`src/rtl/axi4_pkg.sv`:
```
// Shared AXI4 response/burst codes, FSM state types and address helpers
// for the single-port AXI4 memory slave.
package axi4_pkg;

    localparam logic [1:0] OKAY   = 2'b00;
    localparam logic [1:0] SLVERR = 2'b10;

    localparam logic [1:0] BURST_FIXED = 2'b00;
    localparam logic [1:0] BURST_INCR  = 2'b01;
    localparam logic [1:0] BURST_WRAP  = 2'b10;

    typedef enum logic {
        R_IDLE,
        R_DATA
    } rd_state_t;

    typedef enum logic [1:0] {
        W_IDLE,
        W_DATA,
        W_RESP
    } wr_state_t;

    function automatic logic [31:0] word_index(input logic [31:0] addr,
                                               input logic [31:0] base,
                                               input int unsigned shift);
        return (addr - base) >> shift;
    endfunction

    // Below base the subtraction wraps, so the lower bound is checked separately.
    function automatic logic in_range(input logic [31:0] addr,
                                      input logic [31:0] base,
                                      input int unsigned shift,
                                      input int unsigned depth);
        return (addr >= base) && (word_index(addr, base, shift) < depth);
    endfunction

endpackage

```
`src/rtl/axi4_slave_mem.sv`:
```
// Word storage with per-byte write enables and a registered, enable-gated read
// port; a read and write of the same word in one cycle returns the old data.
module axi4_slave_mem #(
    parameter int unsigned DATA_W = 32,
    parameter int unsigned DEPTH  = 16,
    parameter int unsigned IDX_W  = 4
) (
    input  logic                clk_i,
    input  logic                we_i,
    input  logic [IDX_W-1:0]    waddr_i,
    input  logic [DATA_W-1:0]   wdata_i,
    input  logic [DATA_W/8-1:0] wstrb_i,
    input  logic                re_i,
    input  logic [IDX_W-1:0]    raddr_i,
    output logic [DATA_W-1:0]   rdata_o
);

    localparam int STRB_W = DATA_W / 8;

    logic [DATA_W-1:0] mem [DEPTH];
    logic [DATA_W-1:0] rdata_q;

    // Contents are deliberately not reset.
    always_ff @(posedge clk_i) begin
        if (we_i) begin
            for (int b = 0; b < STRB_W; b++) begin
                if (wstrb_i[b]) begin
                    mem[waddr_i][8*b +: 8] <= wdata_i[8*b +: 8];
                end
            end
        end
        if (re_i) begin
            rdata_q <= mem[raddr_i];
        end
    end

    assign rdata_o = rdata_q;

endmodule

```
`src/rtl/axi4_mem_slave.sv`:
```
// AXI4 INCR-burst memory slave: independent read and write channel FSMs sharing
// one storage block; out-of-range beats answer SLVERR.
module axi4_mem_slave
    import axi4_pkg::*;
#(
    parameter int unsigned DATA_W = 32,
    parameter int unsigned DEPTH  = 16,
    parameter logic [31:0] BASE   = 32'h0
) (
    input  logic                aclk,
    input  logic                areset,

    input  logic                arvalid,
    output logic                arready,
    input  logic [31:0]         araddr,
    input  logic [7:0]          arlen,
    output logic                rvalid,
    input  logic                rready,
    output logic [DATA_W-1:0]   rdata,
    output logic [1:0]          rresp,
    output logic                rlast,

    input  logic                awvalid,
    output logic                awready,
    input  logic [31:0]         awaddr,
    input  logic [7:0]          awlen,
    input  logic                wvalid,
    output logic                wready,
    input  logic [DATA_W-1:0]   wdata,
    input  logic [DATA_W/8-1:0] wstrb,
    input  logic                wlast,
    output logic                bvalid,
    input  logic                bready,
    output logic [1:0]          bresp
);

    localparam int unsigned STRB_W = DATA_W / 8;
    localparam int unsigned SHIFT  = $clog2(STRB_W);
    localparam int unsigned IDX_W  = (DEPTH > 1) ? $clog2(DEPTH) : 1;
    localparam logic [31:0] BYTES  = 32'(STRB_W);
    localparam logic [31:0] ALIGN  = ~(BYTES - 32'd1);

    // Holds the address-ready outputs low until the first clock after reset.
    logic init_q;

    rd_state_t   r_state_q, r_state_d;
    logic [31:0] r_addr_q, r_addr_d;
    logic [7:0]  r_len_q, r_len_d;
    logic [7:0]  r_cnt_q, r_cnt_d;
    logic        r_err_q, r_err_d;
    logic        r_fetch;
    logic        r_fetch_ok;
    logic [31:0] r_fetch_addr;

    wr_state_t   w_state_q, w_state_d;
    logic [31:0] w_addr_q, w_addr_d;
    logic [7:0]  w_len_q, w_len_d;
    logic [7:0]  w_cnt_q, w_cnt_d;
    logic        w_err_q, w_err_d;
    logic        w_beat_ok;

    logic              mem_we;
    logic [IDX_W-1:0]  mem_waddr;
    logic              mem_re;
    logic [IDX_W-1:0]  mem_raddr;
    logic [DATA_W-1:0] mem_rdata;

    // Read channel: memory is fetched on the AR handshake and on each accepted
    // beat, so the registered output always holds the beat being presented.
    always_comb begin
        r_state_d    = r_state_q;
        r_addr_d     = r_addr_q;
        r_len_d      = r_len_q;
        r_cnt_d      = r_cnt_q;
        r_err_d      = r_err_q;
        r_fetch      = 1'b0;
        r_fetch_addr = r_addr_q + BYTES;

        unique case (r_state_q)
            R_IDLE: begin
                if (arvalid && arready) begin
                    r_fetch      = 1'b1;
                    r_fetch_addr = araddr & ALIGN;
                    r_addr_d     = r_fetch_addr;
                    r_len_d      = arlen;
                    r_cnt_d      = 8'd0;
                    r_state_d    = R_DATA;
                end
            end
            R_DATA: begin
                if (rready) begin
                    if (r_cnt_q == r_len_q) begin
                        r_state_d = R_IDLE;
                    end else begin
                        r_fetch  = 1'b1;
                        r_addr_d = r_fetch_addr;
                        r_cnt_d  = r_cnt_q + 8'd1;
                    end
                end
            end
            default: r_state_d = R_IDLE;
        endcase

        r_fetch_ok = in_range(r_fetch_addr, BASE, SHIFT, DEPTH);
        if (r_fetch) begin
            r_err_d = !r_fetch_ok;
        end
        mem_re    = r_fetch && r_fetch_ok;
        mem_raddr = IDX_W'(word_index(r_fetch_addr, BASE, SHIFT));
    end

    assign arready = (r_state_q == R_IDLE) && init_q;
    assign rvalid  = (r_state_q == R_DATA);
    assign rlast   = rvalid && (r_cnt_q == r_len_q);
    assign rresp   = (rvalid && r_err_q) ? SLVERR : OKAY;
    assign rdata   = (rvalid && !r_err_q) ? mem_rdata : '0;

    // Write channel: the burst length, not wlast, decides when the burst ends;
    // a wlast disagreement only poisons the response.
    always_comb begin
        w_state_d = w_state_q;
        w_addr_d  = w_addr_q;
        w_len_d   = w_len_q;
        w_cnt_d   = w_cnt_q;
        w_err_d   = w_err_q;
        mem_we    = 1'b0;
        w_beat_ok = in_range(w_addr_q, BASE, SHIFT, DEPTH);
        mem_waddr = IDX_W'(word_index(w_addr_q, BASE, SHIFT));

        unique case (w_state_q)
            W_IDLE: begin
                if (awvalid && awready) begin
                    w_addr_d  = awaddr & ALIGN;
                    w_len_d   = awlen;
                    w_cnt_d   = 8'd0;
                    w_err_d   = 1'b0;
                    w_state_d = W_DATA;
                end
            end
            W_DATA: begin
                if (wvalid) begin
                    mem_we = w_beat_ok;
                    if (!w_beat_ok || (wlast != (w_cnt_q == w_len_q))) begin
                        w_err_d = 1'b1;
                    end
                    if (w_cnt_q == w_len_q) begin
                        w_state_d = W_RESP;
                    end else begin
                        w_cnt_d  = w_cnt_q + 8'd1;
                        w_addr_d = w_addr_q + BYTES;
                    end
                end
            end
            W_RESP: begin
                if (bready) begin
                    w_state_d = W_IDLE;
                end
            end
            default: w_state_d = W_IDLE;
        endcase
    end

    assign awready = (w_state_q == W_IDLE) && init_q;
    assign wready  = (w_state_q == W_DATA);
    assign bvalid  = (w_state_q == W_RESP);
    assign bresp   = (bvalid && w_err_q) ? SLVERR : OKAY;

    always_ff @(posedge aclk or posedge areset) begin
        if (areset) begin
            init_q    <= 1'b0;
            r_state_q <= R_IDLE;
            r_addr_q  <= '0;
            r_len_q   <= '0;
            r_cnt_q   <= '0;
            r_err_q   <= 1'b0;
            w_state_q <= W_IDLE;
            w_addr_q  <= '0;
            w_len_q   <= '0;
            w_cnt_q   <= '0;
            w_err_q   <= 1'b0;
        end else begin
            init_q    <= 1'b1;
            r_state_q <= r_state_d;
            r_addr_q  <= r_addr_d;
            r_len_q   <= r_len_d;
            r_cnt_q   <= r_cnt_d;
            r_err_q   <= r_err_d;
            w_state_q <= w_state_d;
            w_addr_q  <= w_addr_d;
            w_len_q   <= w_len_d;
            w_cnt_q   <= w_cnt_d;
            w_err_q   <= w_err_d;
        end
    end

    axi4_slave_mem #(
        .DATA_W (DATA_W),
        .DEPTH  (DEPTH),
        .IDX_W  (IDX_W)
    ) u_mem (
        .clk_i   (aclk),
        .we_i    (mem_we),
        .waddr_i (mem_waddr),
        .wdata_i (wdata),
        .wstrb_i (wstrb),
        .re_i    (mem_re),
        .raddr_i (mem_raddr),
        .rdata_o (mem_rdata)
    );

endmodule

```
`config.mk`:
```
export PLATFORM = sky130hd
export DESIGN_NAME = axi4_mem_slave
export DESIGN_NICKNAME = d
export VERILOG_FILES = /design/src/rtl/axi4_pkg.sv /design/src/rtl/axi4_slave_mem.sv /design/src/rtl/axi4_mem_slave.sv
export SDC_FILE = /design/constraint.sdc
export NUM_CORES = 1
export LEC_CHECK = 0
export ABC_AREA = 1
export CAP_MARGIN = 20
export CORE_MARGIN = 8
export CORE_UTILIZATION = 40
export DETAILED_ROUTE_END_ITERATION = 7
export PLACE_DENSITY = 0.67
export SLEW_MARGIN = 20
export SYNTH_ARGS = -nofsm -noshare
export SYNTH_HDL_FRONTEND = slang
export SYNTH_SLANG_ARGS = --single-unit
```
`constraint.sdc`:
```
create_clock -name aclk -period 4.51 [get_ports aclk]
set_input_delay 0.902 -clock aclk [delete_from_list [all_inputs] [get_ports aclk]]
set_output_delay 0.902 -clock aclk [all_outputs]
set_load 0.1 [all_outputs]
```
==> impl_results.rst <==
.. list-table::
   :header-rows: 1

   * - Metric
     - Value
   * - Run status
     - finished, final reports clean
   * - Gr usage total
     - 0.179
   * - Final routed wirelength across all metal layers
     - 71.1 mm
   * - # H-tree levels
     - 3
   * - Number of DRC markers in iteration 0
     - 1987
   * - CTS Root Cell
     - clkbuf_16
   * - Synth-to-layout area growth
     - 19.5%
   * - Buffer levels on the longest clock path
     - 3
   * - Clock tree from TritonCTS
     - built
   * - Top cell type by total area after synthesis
     - edfxtp_1
   * - Number of antenna violations at the first check in global routing
     - 2
   * - Area of the multi-input gates
     - 0.00785 sq mm
   * - Post-layout nets
     - 2812
   * - Number of unique standard cell types used by synthesis
     - 44
   * - Hold crit path type
     - reg2reg
   * - Insertion delay of the later-clocked pin in the worst-skew pair
     - 600 ps
   * - Power density over the cells
     - 633 mW/mm^2
   * - Part of the cycle the worst path needs
     - 0.819
   * - Global-route wire length before repair
     - 111 mm
   * - Vias in the first global route
     - 19700
   * - Hpwl dp
     - 43.4 mm
   * - Number of resized instances in the post-cts repair step
     - 0
   * - Std-Cell Core Area
     - 0.0687 sq mm
   * - Total area of sequential cells
     - 0.0188 sq mm
   * - Total global routing overflow
     - 0
   * - Average via count per standard cell
     - 5.42
   * - Area share of the largest cell type after synthesis
     - 0.588
   * - Average footprint of a synthesized cell
     - 11.0 sq um
   * - Post-route DRC
     - 0
   * - Peak Freq
     - 0.271 GHz
   * - Setup repair after global routing missed its margin
     - no
   * - Post-route antenna net violation count
     - 0
   * - Number of rows in the core area
     - 96
   * - Area of the die
     - 0.0781 sq mm
   * - Maximum number of pins on one net before global-route repair
     - 104
   * - Filler Cells Inserted
     - 6012
   * - Count of cells along the worst hold path
     - 2
   * - Cell types occupying the most area after synthesis
     - edfxtp_1 59%, dfrtp_1 8.8%, nor2_1 6.5%
   * - Clock Pin Slew Worst Setup and Hold Paths
     - 60 ps
   * - Height of the die
     - 280 um
   * - Required arrival time at the worst endpoint
     - 3610 ps
   * - Detailed-route wire length per cell
     - 19.4 um
   * - R2R depth
     - 7
   * - Worst vdd rail ir drop
     - 0.660 mV
   * - Worst slew margin relative to its limit
     - 0.342
   * - Time the worst path needs with I/O delays and setup
     - 3690 ps
   * - Number of hold buffers added after CTS
     - 0
   * - Number of synthesized flops with an enable pin
     - 544
   * - Post CTS Setup Buffer Count
     - 0
   * - Fin. Hold Viols
     - 0
   * - Peak fanout along the critical path
     - 42
   * - Effective utilization at floorplan
     - 0.404
   * - Routability congestion estimate from global placement
     - 0.879
   * - Final Max Slew Viols
     - 0
   * - Count of endpoints failing setup in the final report
     - 0
   * - First-pass iteration count of the detailed router
     - 5
   * - Total Negative Setup Slacks
     - 0 ps
   * - Boundary pin count
     - 166
   * - Max-cap viol count
     - 0
   * - Synth Instances
     - 2519
   * - Clock Skew
     - 23.7 ps
   * - Ys flop type
     - edfxtp_1
   * - Die width
     - 280 um
   * - Classification of the worst setup path
     - reg2out
   * - Leak
     - 11.7 nW
   * - Worst Tran Pin Value
     - 983 ps
   * - Part of the Yosys area used for sequential elements
     - 0.676
   * - Share of layout cells above drive strength 1
     - 0.0929
   * - Warnings from Yosys
     - 0
   * - Post-Syn Area
     - 0.0278 sq mm
   * - Vias
     - 19900
   * - Fraction of synthesis flops using an asynchronous set or reset pin
     - 0.153
   * - Port buffer count
     - 159
   * - Number of buffers added by the clock tree synthesis step
     - 67
   * - Clock Sink Count
     - 642
   * - Kind of capture point of the worst setup path
     - output port
   * - Worst Hold Slack
     - 501 ps
   * - Number of register bits inferred by synthesis
     - 642
   * - Data arrival time of the critical path
     - 2790 ps
   * - Crit path launch type
     - register
[per-layer routing]
metal,up-vias,routed length (um),track usage
li1,9299,-,-
met1,9677,29100,0.227
met2,718,34900,0.300
met3,164,4360,0.0299
met4,2,2780,0.0803
met5,-,13,0
[path summary, 6_finish.rpt]
kind	start	endpoint	slack [ps]
worst max-delay path	rvalid	rdata[9]	820
worst min-delay path	r_len_q[2]	r_len_q[2]	500
worst max register to register	w_state_q[1]	u_mem.mem[13][28]	1180
worst min register to register	r_len_q[2]	r_len_q[2]	500
max in group asynchronous	areset	w_addr_q[12]	2730
min in group asynchronous	areset	init_q	870
[flip-flops by register name (all words and copies together), names as in the netlist]
name and count:
u_mem.mem 512, rvalid 1, w_cnt_q 8, init_q 1, u_mem.rdata_o 32, r_addr_q 30, w_len_q 8, w_state_q 2
w_addr_q 30, r_cnt_q 8, w_err_q 1, r_err_q 1, r_len_q 8
[worst max-delay path, stage by stage (launching register included)]
cell and delay, ps:
dfrtp_1 430, buf_4 410, inv_1 100, or2_2 620, nor2_1 380, buf_12 220
[report_power, final]
group	internal (W)	switching (W)	leakage, nW
logic	0.00255	0.00550	4.53
registers	0.00698	0.000421	6.07
clock network	0.00330	0.00228	1.10
[cell type report]
class | count | share of cell area
clock inverters | 44 | 0.0136
multi-input cells | 1587 | 0.237
flip-flops and latches | 642 | 0.566
clock buffers | 77 | 0.0535
well taps | 931 | 0.0351
repair buffers | 241 | 0.0789
inverters | 142 | 0.0163
diodes | 1 | 0.0000754
[through the flow]
stage | power [W] | util | area [sq um] | setup WS, ps | instances
2_1_floorplan | 0.0131 | - | 27800 | 411 | 2520
3_3_place_gp | 0.0152 | 0.451 | 31000 | 934 | 3543
3_5_place_dp | 0.0155 | 0.451 | 31000 | 841 | 3543
4_1_cts | 0.0211 | 0.483 | 33200 | 703 | 3664
5_1_grt | 0.0223 | 0.483 | 33200 | 607 | 3665
6_report | 0.0210 | 0.483 | 33200 | 815 | 3665
[cells in the mapped netlist, types with 4 or more instances]
master / count
edfxtp_1: 544
nor2_1: 481
o21ai_0: 331
nand2_1: 310
inv_1: 136
dfrtp_1: 98
clkbuf_1: 97
nand3_1: 97
o221ai_1: 73
o211ai_1: 70
o22ai_1: 47
buf_2: 36
a21oi_1: 28
nor3_1: 26
nand4_1: 19
xor2_1: 17
xnor2_1: 16
buf_4: 11
a31oi_1: 10
nor2_2: 8
nor4_1: 8
ha_1: 7
inv_2: 5
buf_1: 4
o21ai_1: 4
o31ai_1: 4
[placed cells by master (no fill, tap or decap), types with 4 or more instances in the layout]
cell	instances
edfxtp_1	544
nor2_1	481
o21ai_0	331
nand2_1	310
inv_1	135
clkdlybuf4s50_1	123
dfrtp_1	98
nand3_1	97
buf_4	78
o221ai_1	73
o211ai_1	70
clkbuf_16	69
o22ai_1	47
buf_12	40
a21oi_1	28
nor3_1	26
nand4_1	19
xor2_1	17
xnor2_1	16
clkinv_2	16
clkinv_1	11
a31oi_1	10
nor4_1	8
bufinv_16	8
nor2_2	7
ha_1	7
clkbuf_1	6
inv_2	5
inv_6	5
nor2_4	4
o31ai_1	4
[cells by family after synthesis]
logic type	after synthesis	synth area share
AND/OR/NAND/NOR	967	0.143
flip-flops	642	0.676
AO/OA/AOI/OAI	576	0.124
buffers and inverters	291	0.0427
XOR/XNOR	33	0.0104
adder cells (fa/ha/maj)	7	0.00315
other	2	0.000270
multiplexers	1	0.000360
Note: power is estimated with default switching activity, not from simulation.
